--- src/rtl/game_ctrl.sv ---
// game_ctrl: life-cycle sequencer for the drop-catch game; generates the step pulse,
// latches one-shot moves per step and tracks the current and best scores.
module game_ctrl #(
  parameter int TICK_DIV   = 1000000,
  parameter int RST_CYCLES = 2,
  parameter int OVER_TICKS = 64
) (
  input  logic        clk_i,
  input  logic        reset_ni,
  input  logic        start_i,
  input  logic        pause_i,
  input  logic        right_i,
  input  logic        left_i,
  input  logic        dead_i,
  output logic        game_rst_o,
  output logic        e_act_o,
  output logic        right_o,
  output logic        left_o,
  output logic [2:0]  state_o,
  output logic [15:0] score_o,
  output logic [15:0] best_o
);
  localparam int DW = $clog2(TICK_DIV);
  localparam int RW = $clog2(RST_CYCLES + 1);
  localparam int OW = $clog2(OVER_TICKS + 1);
  localparam logic [DW-1:0] DIV_MAX = DW'(TICK_DIV - 1);
  localparam logic [RW-1:0] RST_MAX = RW'(RST_CYCLES - 1);
  localparam logic [OW-1:0] OVR_MAX = OW'(OVER_TICKS - 1);

  typedef enum logic [2:0] {IDLE = 3'd0, RESET = 3'd1, RUN = 3'd2, PAUSE = 3'd3, OVER = 3'd4} state_e;

  state_e        state_q, state_d;
  logic [3:0]    btn_q, prev_q, press;
  logic [DW-1:0] div_q, div_d;
  logic [RW-1:0] rcnt_q, rcnt_d;
  logic [OW-1:0] ocnt_q, ocnt_d;
  logic          pr_q, pr_d, pl_q, pl_d;
  logic          game_rst_q, game_rst_d, e_act_q, e_act_d, right_q, right_d, left_q, left_d;
  logic [15:0]   score_q, score_d, best_q, best_d;
  logic          wrap, clr, step, keep;

  // press bits: {start, pause, right, left}
  assign press = btn_q & ~prev_q;

  always_ff @(posedge clk_i or negedge reset_ni) begin
    if (!reset_ni) begin
      state_q    <= IDLE;
      btn_q      <= '0;
      prev_q     <= '0;
      div_q      <= '0;
      rcnt_q     <= '0;
      ocnt_q     <= '0;
      pr_q       <= 1'b0;
      pl_q       <= 1'b0;
      game_rst_q <= 1'b0;
      e_act_q    <= 1'b0;
      right_q    <= 1'b0;
      left_q     <= 1'b0;
      score_q    <= '0;
      best_q     <= '0;
    end else begin
      state_q    <= state_d;
      btn_q      <= {start_i, pause_i, right_i, left_i};
      prev_q     <= btn_q;
      div_q      <= div_d;
      rcnt_q     <= rcnt_d;
      ocnt_q     <= ocnt_d;
      pr_q       <= pr_d;
      pl_q       <= pl_d;
      game_rst_q <= game_rst_d;
      e_act_q    <= e_act_d;
      right_q    <= right_d;
      left_q     <= left_d;
      score_q    <= score_d;
      best_q     <= best_d;
    end
  end

  always_comb begin
    state_d = state_q;
    case (state_q)
      IDLE:    state_d = press[3] ? RESET : IDLE;
      RESET:   state_d = (rcnt_q == RST_MAX) ? RUN : RESET;
      RUN:     state_d = press[3] ? RESET : dead_i ? OVER : press[2] ? PAUSE : RUN;
      PAUSE:   state_d = press[3] ? RESET : press[2] ? RUN : PAUSE;
      OVER:    state_d = (wrap && ocnt_q == OVR_MAX) ? IDLE : OVER;
      default: state_d = IDLE;
    endcase
  end

  // A step is only issued while RUN persists, so start/dead/pause all suppress it.
  always_comb begin
    wrap       = div_q == DIV_MAX;
    clr        = state_d == RESET;
    step       = state_q == RUN && state_d == RUN && wrap;
    keep       = (state_q == RUN || state_q == PAUSE) && state_d == RUN;
    div_d      = (clr || state_q == IDLE || state_q == RESET) ? '0 :
                 (state_q == PAUSE || state_d == PAUSE) ? div_q :
                 wrap ? '0 : div_q + 1'b1;
    rcnt_d     = (state_q == RESET && state_d == RESET) ? rcnt_q + 1'b1 : '0;
    ocnt_d     = (state_q == OVER && state_d == OVER) ? ocnt_q + OW'(wrap) : '0;
    pr_d       = keep && (press[1] || (pr_q && !step));
    pl_d       = keep && (press[0] || (pl_q && !step));
    game_rst_d = clr;
    e_act_d    = step;
    right_d    = step && pr_q && !pl_q;
    left_d     = step && pl_q && !pr_q;
    score_d    = clr ? '0 : (step && score_q != 16'hFFFF) ? score_q + 16'd1 : score_q;
    best_d     = (state_q == RUN && state_d == OVER && score_q > best_q) ? score_q : best_q;
  end

  assign state_o    = state_q;
  assign game_rst_o = game_rst_q;
  assign e_act_o    = e_act_q;
  assign right_o    = right_q;
  assign left_o     = left_q;
  assign score_o    = score_q;
  assign best_o     = best_q;
endmodule

--- config.mk ---
export PLATFORM = sky130hd
export DESIGN_NAME = game_ctrl
export DESIGN_NICKNAME = d
export VERILOG_FILES = /design/src/rtl/game_ctrl.sv
export SDC_FILE = /design/constraint.sdc
export NUM_CORES = 1
export LEC_CHECK = 0
export CAP_MARGIN = 10
export CORE_UTILIZATION = 55
export CTS_CLUSTER_SIZE = 14
export DETAILED_ROUTE_END_ITERATION = 10
export DONT_BUFFER_PORTS = 1
export GPL_TIMING_DRIVEN = 0
export PLACE_DENSITY = 0.71
export RECOVER_POWER = 50
export SLEW_MARGIN = 25
export SYNTH_ARGS = -nofsm -noshare
export SYNTH_HDL_FRONTEND = slang
export SYNTH_SLANG_ARGS = --single-unit
export TNS_END_PERCENT = 50
--- constraint.sdc ---
create_clock -name clk_i -period 6.7 [get_ports clk_i]
set_clock_uncertainty 0.2 [all_clocks]
set_input_delay 0 -clock clk_i [delete_from_list [all_inputs] [get_ports clk_i]]
set_output_delay 0 -clock clk_i [all_outputs]
set_load 0.02 [all_outputs]
==> impl_metrics.ini <==
[global_routing]
gr-total-overflow = 0
grt_max_degree = 79
grt_antenna_before_repair = 0
grt_pass1_vias = 2929
grt_use_total_pct = 24.1
grt_pass1_wl_um = 14200

[routing]
first_pass_iters = 5
wl_per_cell_um = 15.9
drt_iter0_markers = 178
vias = 3046
route.antenna.remaining_nets = 0
viasPerCell = 5.82
drc = 0
wirelength_um = 8330

[final_layout]
stdcell_count = 523
multi_input_area_um2 = 1920
area_growth_pct = 10.6
nets = 451
fin_area_um2 = 4460
final_common_cell = dfrtp_1
n_antenna_cell = 0
seq_area_um2 = 1950
fill_cells = 585
drive_above_1_share_pct = 7.03
final_cell_mix = dfrtp_1 (78), nor2_1 (42), inv_1 (24), nand2_1 (24), o21ai_1 (23)

[setup_path]
r2r_start = div_q[7]$_DFFE_PN0P_
cp.arrival_ns = 3.44
criticalPathCategory = input port to async pin
reg2reg_depth = 8
critPathCaptureType = async pin
critical_path_buf_inv_count = 2
crit_family = buffers and inverters
path_max_fanout = 78
timing.rr.end = best_o[5]$_DFFE_PN0P_
cp-endpoint = div_q[14]$_DFFE_PN0P_
cpMaxStageDelayCell = clkbuf_1
crit_cells = 2
crit_required_ns = 6.02
cpPeakStageDelay_ns = 2.84
path_cells = dlygate4sd3_1 -> clkbuf_1
worst_setup_path_start_kind = input port
regToRegSetupSlack_ns = 3.54
crit_start = reset_ni

[logic_synthesis]
syn_inst = 402
synth_top_cell_by_area = dfrtp_1
synthAdderAreaFrac_pct = 6.51
synth_cell_types = 56
synth_top_family_by_area = simple AND/OR/NAND/NOR gates
postSynthAreaPerCell_um2 = 10.0
yosys_warnings = 0
yosys.area_share.simple_pct = 20.5
ys.flop_type = dfrtp_1
synth_mux_area_share_pct = 4.84
synth-compound-area-share_pct = 12.2
synth_area_leaders = dfrtp_1 (48%), ha_1 (6.5%), nor2_1 (3.9%)
synthXorXnorAreaFrac_pct = 3.69
async_reset_ff_share_pct = 100
synth_edf_count = 0
syn_nets = 430
ys_seq_area_share_pct = 48.4
synth_top_area_share_pct = 48.4
synth-seq-cells = 78
syn_area_um2 = 4040

[die]
dieArea_um2 = 7690
die_w_um = 87.7
core_area_um2 = 6940
fp.dieH_um = 87.7
rows = 30
pin_count = 46
start_util_pct = 58.1

[timing]
tns_ns = 0
drv_slew = 79
rsz0062_at_grt = no
setup_violations = 0
timing.fmax_mhz = 243
hold_viol = 0
worst_pin_slew_ns = 4.05
timing.slew.headroom_pct = -170
period_minus_slack_ns = 4.12
fin_crit_sh_pct = 61.4

[placed_design]
numPortBuffers = 0
gp_congestion = 0.837
dp_hpwl_um = 5690
post-place-cells = 498
dpl_cell_area_um2 = 4160

[outcome]
status = complete, but fails checks
violations = max-capacitance violations, max-slew violations

[clocking]
cts.sinks = 78
cts_post_setup_buffers_inserted = 0
cts_buffer_depth = 2
root_buffer = clkbuf_8
cts_tree = done
clock_latency_ns = 0.35
htree_levels = 3
cts_buffers = 9
clkTransAtPathRegs_ns = 0.07

[power]
p_leak_nw = 1.94
peakVddDrop_mv = 0.129
p_total_mw = 1.10
power_density_nw_per_um2 = 246

[flow_run]
max_cap_viol_count = 1

[min_path]
hold_depth = 1
hp-class = input port to register
-- where the power goes --
group | leakage [nW] | switching [mW] | internal, mW
clock | 0.107 | 0.165 | 0.219
combinational | 0.790 | 0.138 | 0.0566
sequential | 1.04 | 0.0297 | 0.491
-- repair_timing --
item / CTS / global route
hold buffers: 9 / 1
endpoints found under the hold margin: 96 / 1
gates resized for setup: 0 / 0
-- cell families after synthesis --
group                    count (synthesis)
XOR/XNOR                                17
adder cells (fa/ha/maj)                 21
buffers and inverters                   39
multiplexers                            18
AND/OR/NAND/NOR                        155
flip-flops                              78
AO/OA/AOI/OAI                           74
-- worst min path at each step --
stage | slack (ns) | endpoint | start
after floorplan | -0.50 | best_o[0]$_DFFE_PN0P_ | reset_ni
after global placement | -0.49 | score_o[12]$_DFFE_PN0P_ | reset_ni
after detailed placement | -0.49 | best_o[12]$_DFFE_PN0P_ | reset_ni
after CTS | 0.002 | btn_q[1]$_DFF_PN0_ | right_i
after global routing | 0.005 | btn_q[0]$_DFF_PN0_ | left_i
final | 0.01 | btn_q[0]$_DFF_PN0_ | left_i
-- flip-flops by register name (all words and copies together), names as in the netlist, 2 cells and up --
| name | flops |
|---|---|
| rcnt_q | 2 |
| div_q | 20 |
| ocnt_q | 7 |
| best_o | 16 |
| btn_q | 4 |
| prev_q | 4 |
| score_o | 16 |
| state_o | 3 |
-- through the flow --
stage,setup WS [ns],hold WS (ns),util [%]
4_1_cts,3.52,0.00161,64.5
3_3_place_gp,3.56,-0.494,59.9
6_report,2.58,0.0127,64.3
5_1_grt,1.73,0.00471,64.3
3_5_place_dp,3.53,-0.494,59.9
2_1_floorplan,3.80,-0.496,-
-- layer usage --
metal	vias up	GRT usage (%)	part of all wire (%)
met1	1481	32.9	47
met2	72	37.9	47
met5	-	0	0
met3	8	6.50	5.5
met4	0	6.86	0.95
li1	1485	-	-
-- cell usage after synthesis (all sizes together), types with 2 or more instances --
master / instances
or4b: 2
or4: 4
mux2: 12
a211oi: 4
nand4b: 2
o31ai: 7
xnor2: 7
and3: 4
nor4: 6
and4: 2
xor2: 10
nor3b: 3
buf: 3
o22ai: 2
o41ai: 2
dfrtp: 78
o311ai: 2
o21ai: 31
nor2b: 5
nand2b: 7
nand2: 24
or3: 9
nand3: 18
mux2i: 6
nor2: 42
nand4: 16
nor3: 5
inv: 26
and2: 4
ha: 21
clkbuf: 10
a21oi: 16
-- final cells by class --
cell class                 instances  area share (%)
buffer                            13            1.40
multi-input combinational        285            43.1
timing repair buffer              10            2.10
tap                               96            2.69
sequential                        78            43.7
clock buffer                      12            3.25
clock inverter                     3            1.54
inverter                          26            2.19
Power figures use the tool's default switching activity.
